**config.mk**
```make
export PLATFORM = sky130hd
export DESIGN_NAME = uart_tx_flat
export DESIGN_NICKNAME = d
export VERILOG_FILES = /design/src/rtl/uart_tx_if.sv /design/src/rtl/uart_tx.sv /design/src/flat_wrapper.sv
export SDC_FILE = /design/constraint.sdc
export NUM_CORES = 1
export LEC_CHECK = 0
export ABC_AREA = 1
export CAP_MARGIN = 5
export CELL_PAD_IN_SITES_DETAIL_PLACEMENT = 1
export CELL_PAD_IN_SITES_GLOBAL_PLACEMENT = 2
export CORE_MARGIN = 2
export CORE_UTILIZATION = 29
export CTS_CLUSTER_DIAMETER = 120
export DETAILED_ROUTE_END_ITERATION = 7
export PLACE_DENSITY = 0.91
export SLEW_MARGIN = 20
export SYNTH_ARGS = -nofsm -noshare
export SYNTH_HDL_FRONTEND = slang
export SYNTH_SLANG_ARGS = --single-unit
```
**constraint.sdc**
```tcl
create_clock -name CLK -period 2.4 [get_ports CLK]
set_input_delay 0.48 -clock CLK [delete_from_list [all_inputs] [get_ports CLK]]
set_output_delay 0.48 -clock CLK [all_outputs]
set_load 0.05 [all_outputs]
```
**src/rtl/uart_tx_if.sv**
```systemverilog
`default_nettype none
// ============================================================================
// Module      : phy_types_pkg / uart_tx_if
// Description : Shared PHY frame-type encoding and the request/status bundle
//               between a frame source and the multi-lane UART transmitter.
// Revision    : 1.0 - initial release
// ============================================================================

package phy_types_pkg;
    // NADA is the "no frame" encoding; requesting it is an error.
    typedef enum logic [1:0] {
        NADA                = 2'd0,
        SELECT_COMMA_1_FLIT = 2'd1,
        SELECT_COMMA_2_FLIT = 2'd2,
        SELECT_COMMA_DATA   = 2'd3
    } comma_sel_t;
endpackage

interface uart_tx_if #(
    parameter int PORTCOUNT = 5
);
    import phy_types_pkg::*;

    logic                     start;
    comma_sel_t               comma_sel;
    logic [10*PORTCOUNT-1:0]  data;
    logic [PORTCOUNT-1:0]     uart_out;
    logic                     busy;
    logic                     done;
    logic                     tx_err;

    // Frame source side
    modport master (
        output start, comma_sel, data,
        input  uart_out, busy, done, tx_err
    );

    // Transmitter side
    modport slave (
        input  start, comma_sel, data,
        output uart_out, busy, done, tx_err
    );
endinterface

`default_nettype wire

```
**src/rtl/uart_tx.sv**
```systemverilog
`default_nettype none
// ============================================================================
// Module      : uart_tx
// Description : Multi-lane UART transmitter. Sends a start bit, N data slices
//               (N = 2, 4 or 10 by frame type) and a stop bit across
//               PORTCOUNT lanes, one slice per bit period.
// Revision    : 1.0 - initial release
// ============================================================================

module uart_tx #(
    parameter int PORTCOUNT    = 5,
    parameter int CLKDIV_COUNT = 10
) (
    input  wire        CLK,
    input  wire        RST,
    uart_tx_if.slave   bus
);
    import phy_types_pkg::*;

    localparam int TW = (CLKDIV_COUNT > 2) ? $clog2(CLKDIV_COUNT) : 1;

    localparam logic [2:0] IDLE  = 3'd0;
    localparam logic [2:0] START = 3'd1;
    localparam logic [2:0] SEND  = 3'd2;
    localparam logic [2:0] STOP  = 3'd3;
    localparam logic [2:0] DONE  = 3'd4;

    logic [2:0]              state, state_next;
    logic [TW-1:0]           timer, timer_next;
    logic [3:0]              slice, slice_next;
    logic                    capture;
    logic [10*PORTCOUNT-1:0] data_q;
    comma_sel_t              sel_q;
    logic [3:0]              last_slice;
    logic                    expire;

    logic [PORTCOUNT-1:0]    uart_out_next;
    logic                    busy_next;
    logic                    done_next;
    logic                    tx_err_next;

    assign expire = (timer == TW'(CLKDIV_COUNT - 1));

    // Index of the final data slice for the captured frame type
    always_comb begin
        case (sel_q)
            SELECT_COMMA_1_FLIT: last_slice = 4'd1;
            SELECT_COMMA_2_FLIT: last_slice = 4'd3;
            default:             last_slice = 4'd9;
        endcase
    end

    // State, counters, holding registers and registered outputs
    always_ff @(posedge CLK) begin
        if (RST) begin
            state        <= IDLE;
            timer        <= '0;
            slice        <= '0;
            data_q       <= '0;
            sel_q        <= NADA;
            bus.uart_out <= '1;
            bus.busy     <= 1'b0;
            bus.done     <= 1'b0;
            bus.tx_err   <= 1'b0;
        end else begin
            state        <= state_next;
            timer        <= timer_next;
            slice        <= slice_next;
            if (capture) begin
                data_q <= bus.data;
                sel_q  <= bus.comma_sel;
            end
            bus.uart_out <= uart_out_next;
            bus.busy     <= busy_next;
            bus.done     <= done_next;
            bus.tx_err   <= tx_err_next;
        end
    end

    // Next-state, bit-period timer and slice counter
    always_comb begin
        state_next = state;
        timer_next = timer;
        slice_next = slice;
        capture    = 1'b0;
        case (state)
            IDLE: begin
                if (bus.start && (bus.comma_sel != NADA)) begin
                    state_next = START;
                    timer_next = '0;
                    slice_next = '0;
                    capture    = 1'b1;
                end
            end
            START: begin
                timer_next = expire ? '0 : timer + 1'b1;
                if (expire) state_next = SEND;
            end
            SEND: begin
                timer_next = expire ? '0 : timer + 1'b1;
                if (expire) begin
                    if (slice == last_slice) state_next = STOP;
                    else                     slice_next = slice + 4'd1;
                end
            end
            STOP: begin
                timer_next = expire ? '0 : timer + 1'b1;
                if (expire) state_next = DONE;
            end
            DONE:    state_next = IDLE;
            default: state_next = IDLE;
        endcase
    end

    // Output values for the coming cycle, derived from the next state
    always_comb begin
        uart_out_next = '1;
        busy_next     = (state_next != IDLE);
        done_next     = (state_next == DONE);
        tx_err_next   = (state == IDLE) && bus.start && (bus.comma_sel == NADA);
        case (state_next)
            START:   uart_out_next = '0;
            SEND:    uart_out_next = data_q[int'(slice_next) * PORTCOUNT +: PORTCOUNT];
            default: uart_out_next = '1;
        endcase
    end

endmodule

`default_nettype wire

```
**src/flat_wrapper.sv**
```systemverilog
// flat-port wrapper written by rule: the top's interface ports become plain ports
module uart_tx_flat import phy_types_pkg::*;
#(
    parameter int PORTCOUNT    = 5,
    parameter int CLKDIV_COUNT = 10
)
  (CLK, RST, bus_start, bus_comma_sel, bus_data, bus_uart_out, bus_busy, bus_done, bus_tx_err);
  uart_tx_if #(.PORTCOUNT(PORTCOUNT)) bus_i ();
  input  wire CLK;
  input  wire RST;
  input wire logic [$bits(bus_i.start)-1:0] bus_start;
  input wire logic [$bits(bus_i.comma_sel)-1:0] bus_comma_sel;
  input wire logic [$bits(bus_i.data)-1:0] bus_data;
  output wire logic [$bits(bus_i.uart_out)-1:0] bus_uart_out;
  output wire logic [$bits(bus_i.busy)-1:0] bus_busy;
  output wire logic [$bits(bus_i.done)-1:0] bus_done;
  output wire logic [$bits(bus_i.tx_err)-1:0] bus_tx_err;
  assign bus_i.start = bus_start;
  assign bus_i.comma_sel = bus_comma_sel;
  assign bus_i.data = bus_data;
  assign bus_uart_out = bus_i.uart_out;
  assign bus_busy = bus_i.busy;
  assign bus_done = bus_i.done;
  assign bus_tx_err = bus_i.tx_err;
  uart_tx #(.PORTCOUNT(PORTCOUNT), .CLKDIV_COUNT(CLKDIV_COUNT)) u_core (.CLK(CLK), .RST(RST), .bus(bus_i));
endmodule
```
==> results of run 1 <==
area by class of cell:
class | instances | area [um^2]
tap | 143 | 178.9
clock inverter | 5 | 81.33
fill | 1434 | 6885
clock buffer | 11 | 242.7
timing repair buffer | 79 | 773.2
inverter | 58 | 217.7
sequential | 71 | 1421
multi-input combinational | 331 | 1667
stage by stage:
| step | cells | hold slack [ns] | total power [mW] | util | setup TNS [ns] |
|---|---|---|---|---|---|
| final | 698 | 0.4580 | 3.176 | 0.3996 | 0 |
| after global routing | 698 | 0.4838 | 3.311 | 0.3996 | -0.02050 |
| after CTS | 697 | 0.4605 | 3.207 | 0.3980 | 0 |
| after detailed placement | 681 | 0.4521 | 1.762 | 0.3698 | -0.1940 |
| after global placement | 681 | 0.4450 | 1.744 | 0.3698 | -0.009753 |
| after floorplan | 483 | 0.4294 | 1.566 | - | 0 |
worst min-delay path by stage:
| stage | from | to | slack, ns | cells past startpoint |
|---|---|---|---|---|
| 2_1_floorplan | u_core.data_q[1] | u_core.data_q[1] | 0.43 | 2 |
| 3_3_place_gp | u_core.data_q[5] | u_core.data_q[5] | 0.45 | 2 |
| 3_5_place_dp | u_core.data_q[18] | u_core.data_q[18] | 0.45 | 2 |
| 4_1_cts | u_core.data_q[18] | u_core.data_q[18] | 0.46 | 2 |
| 5_1_grt | u_core.data_q[32] | u_core.data_q[32] | 0.48 | 2 |
| 6_report | u_core.data_q[49] | u_core.data_q[49] | 0.46 | 2 |
cells by family after synthesis:
logic type / share of synthesized area
DFF: 0.4152
buffers and inverters: 0.1009
and+or+nand+nor: 0.3023
adders and majority gates: 0.01462
xor gates and xnor gates: 0.002559
AOI/OAI and AO/OA: 0.1645
flip-flops by register name (all words and copies together) (netlist names):
register             flops
u_core.slice             4
u_core.bus.busy          1
u_core.bus.uart_out      5
u_core.timer             4
u_core.bus.tx_err        1
u_core.bus.done          1
u_core.data_q           50
u_core.sel_q             2
u_core.state             3
cells in the final DEF, fill, tap and decap left out, drive strengths merged:
cell type / n
nand2: 132
o21ai: 45
clkinvlp: 1
nand3: 46
nand3b: 1
dfxtp: 71
clkinv: 3
inv: 57
or2: 2
nor3: 2
clkbuf: 11
bufinv: 2
buf: 17
a21oi: 59
xor2: 1
nor4: 1
clkdlybuf4s50: 62
ha: 4
a211oi: 3
nor2: 35
worst min-delay path, delay by kind of cell, from the launching register on:
kind	cells	cell delay, ns
flops	1	0.29
compound gates	1	0.06
buf+inv	1	0.06
what timing repair did:
item	4_1_cts	5_1_grt
hold buffers	0	0
endpoints found under the setup margin	0	3
resized for setup	0	2
buffers inserted	0	1
per-layer routing:
metal,vias up,part of all wire,routed length [um],track usage
li1,1677,-,-,-
met1,1542,0.45,4297,0.1771
met2,52,0.50,4773,0.2770
met3,10,0.035,337,0.03024
met4,0,0.012,119,0.04634
met5,-,0,0,0
report_power, final:
part	internal (mW)	switching (mW)
Clock	0.938	0.507
Sequential	1.26	0.0325
Combinational	0.190	0.246
==> reports/metrics.csv, run 1 <==
metric,value,unit
slowest stage cell on the critical path,dfxtp_1,
Residual DRC,0,
Commonest cells post-synth,"nand2_1 (129), dfxtp_1 (71), a21oi_1 (58), inv_1 (56), nand3_1 (40)",
Worst Max-Slew Pin Slew,0.5007,ns
final instance area,0.004582,mm^2
clk buf depth,2,
CP Max Fanout,6,
antenna cell count,0,
clk_lat worst skew,0.33,ns
Synth Register Bits,71,
synthesis warning total,0,
Rel. slew slack,0.6652,
Vias per Instance,4.701,
final hold violation count,0,
Die Ht,112.7,um
chip width,112.7,um
"CP delay by family, top",simple AND/OR/NAND/NOR gates,
critical-path cell list,ha_1 -> nand2_1 -> nor2_4 -> nand3_1 -> nand3_1 -> nand3b_1 -> nand2_2 -> nor2_1 -> nor2_1 -> nand2_1 -> nand2_1 -> nand2_1 -> nand2_1 -> nand2_1,
row count,39,
Leakage,1.930,nW
kind of critical path,reg2reg,
maxcap violations,0,
final WL,9528,um
drt wl/cell,13.65,um
shortest period the worst path allows,2.185,ns
Syn-to-layout area delta,33.84,%
ys flop type,dfxtp_1,
largest area contributor in the netlist,dfxtp_1,
largest net degree at the start of global routing,56,
reg2reg end,u_core.bus.uart_out[2],
crit start category,flip-flop,
crit-path max cell delay,0.40,ns
Final WS setup,0.2150,ns
outcome,finished clean,
vias post-DR,3281,
number of synthesized flops with an enable pin,0,
Hold Path Class,reg2reg,
worst vdd ir,0.0002938,V
GRT Util Overall,0.1513,
crit path capture,u_core.bus.uart_out[2],
Critical Path RT,2.63,ns
first-pass GRT wire length,15550,um
Syn Area/Cell,7.088,um^2
Buffers on Ports,62,
Pre-antenna DRT Iters,6,
WP data arrival,2.41,ns
clk root buf,clkbuf_16,
fin crit share,0.9104,
hpwl dp,7290,um
Synth async-reset ratio,0,
Post-Syn Nets,542,
RePlAce Congestion,0.8435,
skew final,0.007057,ns
Buf/Inv on CP,0,
CTS H-Tree Depth,3,
I/O Pins,63,
Area contributors post-synth,"dfxtp_1 (42%), nand2_1 (14%), a21oi_1 (8.5%)",
Core Area,0.01147,mm^2
placed inst area,0.004240,mm^2
antenna-violating nets left,0,
Max Clk Rate,0.4577,GHz
cell depth of the worst setup path,14,
r2r startpoint,u_core.timer[0],
CTS tree,done,
share of cells above drive strength 1,0.1009,
vias in the first global route,3363,
initial core utilization,0.2985,
Cell Pwr Density,693.3,mW/mm^2
Final setup viols,0,
CTS sink count,71,
clock-pin slew on the worst setup and hold paths,0.06,ns
Most common cell on crit path,nand2_1,
total CTS buffers,9,
"count leader, synth",nand2_1,
Nets,609,
initial antenna violation count,0,
DIE AREA,0.01269,mm^2
worst reg2reg setup slack,0.21,ns
synthesized area,0.003423,mm^2
Critical Path End Type,flip-flop,
Iter 0 DRT Violations,83,
part of the Yosys area used for sequential elements,0.4152,
total gr overflow,0,
pre-CTS setup slack,-0.05853,ns
Yosys top cell area share,0.4152,
Final Max Tran Viols,0,
"Distinct cells, synth",34,
Post-Syn Instances,483,
crit path from,u_core.timer[0],
R2R cell count,14,
Power figures use the tool's default switching activity.
==> run 2: changes to the inputs <==
- CTS_BUF_LIST: unset -> sky130_fd_sc_hd__clkbuf_16
==> run 2 against run 1 <==
Net effect: first-iteration DRC count decreased by 13%; worst setup slack got worse by 0.021 ns; core utilization decreased by 0.087 points; maximum frequency decreased by 0.97%; flip-flop and latch count unchanged; clock-buffer cell count decreased by 2; routed wire length about the same; sequential power about the same; via count increased by 0.15%; critical endpoint is now u_core.bus.uart_out[0].
==> reports/metrics.csv, run 2 (synthesis results as in run 1) <==
metric,value,unit
outcome,finished clean,
pre-CTS setup slack,-0.05853,ns
Final Max Tran Viols,0,
kind of critical path,reg2reg,
clock-pin slew on the worst setup and hold paths,0.06,ns
clk_lat worst skew,0.33,ns
Setup TNS,0,ns
Biggest register,u_core.data_q,
Cell Count Post-Placement,681,
Syn-to-layout area delta,33.55,%
share of cells above drive strength 1,0.09910,
Critical Path End Type,flip-flop,
Hold Path Class,reg2reg,
clk root buf,clkbuf_16,
Vias per Instance,4.708,
RePlAce Congestion,0.8435,
shortest period the worst path allows,2.206,ns
slowest stage cell on the critical path,dfxtp_1,
fin crit share,0.9193,
combinational power share,0.139,
maxcap violations,0,
Largest register FFs,50,
vias post-DR,3286,
total gr overflow,0,
GRT Util Overall,0.1518,
CTS tree,done,
Worst Max-Slew Pin Slew,0.5007,ns
Residual DRC,0,
final instance area,0.004572,mm^2
crit start category,flip-flop,
largest net degree at the start of global routing,56,
Die Ht,112.7,um
DIE AREA,0.01269,mm^2
Most common cell on crit path,nand2_1,
Finished Layout Cells,698,
fin util,0.3987,
Final WS setup,0.1937,ns
hold_buf cts,0,
Leakage,1.928,nW
CTS sink count,71,
Pre-antenna DRT Iters,4,
CTS H-Tree Depth,3,
Net Sw Frac,0.2501,
initial antenna violation count,0,
clk buf depth,2,
worst vdd ir,0.0002934,V
Cell Pwr Density,687.0,mW/mm^2
critical-path cell list,ha_1 -> nand2_1 -> nor2_4 -> nand3_1 -> nand3_1 -> nand3b_1 -> nand2_2 -> nor2_1 -> nor2_1 -> nand2_1 -> nand2_1 -> nand2_1 -> nand2_1 -> nand2_1,
chip width,112.7,um
P_int,2.355,mW
final hold slack,0.4580,ns
sequential power share,0.413,
Core Area,0.01147,mm^2
Rel. slew slack,0.6652,
Iter 0 DRT Violations,72,
"commonest non-fill, non-tap cell in the layout",nand2_1,
final hold violation count,0,
I/O Pins,63,
initial core utilization,0.2985,
Nets,609,
WP data arrival,2.43,ns
crit-path max cell delay,0.40,ns
hpwl dp,7290,um
skew final,0.008027,ns
vias in the first global route,3359,
total power,3.141,mW
biggest regs,"u_core.data_q (50), u_core.bus.uart_out (5)",
CP Max Fanout,6,
Buffers on Ports,62,
Max Clk Rate,0.4532,GHz
total CTS buffers,9,
most frequent cells in the layout,"nand2_1 (129), dfxtp_1 (71), clkdlybuf4s50_1 (62)",
drt wl/cell,13.66,um
first-pass GRT wire length,15590,um
antenna-violating nets left,0,
Final setup viols,0,
final WL,9535,um
NetSw,0.7856,mW
antenna cell count,0,
row count,39,
Clock power frac,0.449,
placed inst area,0.004240,mm^2
Critical Path RT,2.62,ns
## run 2: cell count changes in the layout (fill, tap and decap cells not counted)
cell	delta
clkbuf_8	-1
clkinv_1	+1
inv_1	+1
clkbuf_1	-1
## run 2: routing by layer
| metal | global-route usage | vias to the layer above | wire [um] | part of all wire |
|---|---|---|---|---|
| li1 | - | 1678 | - | - |
| met1 | 0.1781 | 1540 | 4264 | 0.45 |
| met2 | 0.2774 | 56 | 4772 | 0.50 |
| met3 | 0.03024 | 12 | 372 | 0.039 |
| met4 | 0.04634 | 0 | 126 | 0.013 |
| met5 | 0 | - | 0 | 0 |
## run 2: final cells by class
type	count	area (um^2)
multi-input cells	331	1667
clock buffers	9	225.2
fillers	1434	6895
clock inverters	7	88.84
well taps	143	178.9
flip-flops and latches	71	1421
inverters	58	217.7
repair buffers	79	773.2
## run 2: worst paths after layout
check	start	endpoint	slack, ns	cells after the start
max reg2reg	u_core.timer[0]	u_core.bus.uart_out[0]	0.19	14
max	u_core.timer[0]	u_core.bus.uart_out[0]	0.19	14
min	u_core.data_q[49]	u_core.data_q[49]	0.46	2
min reg2reg	u_core.data_q[49]	u_core.data_q[49]	0.46	2
## run 2: repair_timing
item / 4_1_cts / 5_1_grt
gates resized for setup: 0 / 2
buffers inserted: 0 / 1
endpoints found under the setup margin: 0 / 3
## run 2: power by group through the flow
stage / clock network (mW) / registers, mW / logic [mW]
detailed placement: 0 / 1.32 / 0.439
global route: 1.48 / 1.30 / 0.486
finish: 1.41 / 1.30 / 0.436
CTS: 1.43 / 1.30 / 0.441
floorplan: 0 / 1.34 / 0.221
global placement: 0 / 1.32 / 0.425
## run 2: critical path: cells and delay by family, from the launching register on
family,cells,cell delay (ns)
AND/OR/NAND/NOR,13,1.44
flip-flops,1,0.40
adder cells (fa/ha/maj),1,0.25
==> run 3: changes to the inputs <==
- GPL_ROUTABILITY_DRIVEN: unset -> 0
==> results of run 3 <==
Same layout as run 2: the final DEF is identical, and so are final timing and power.
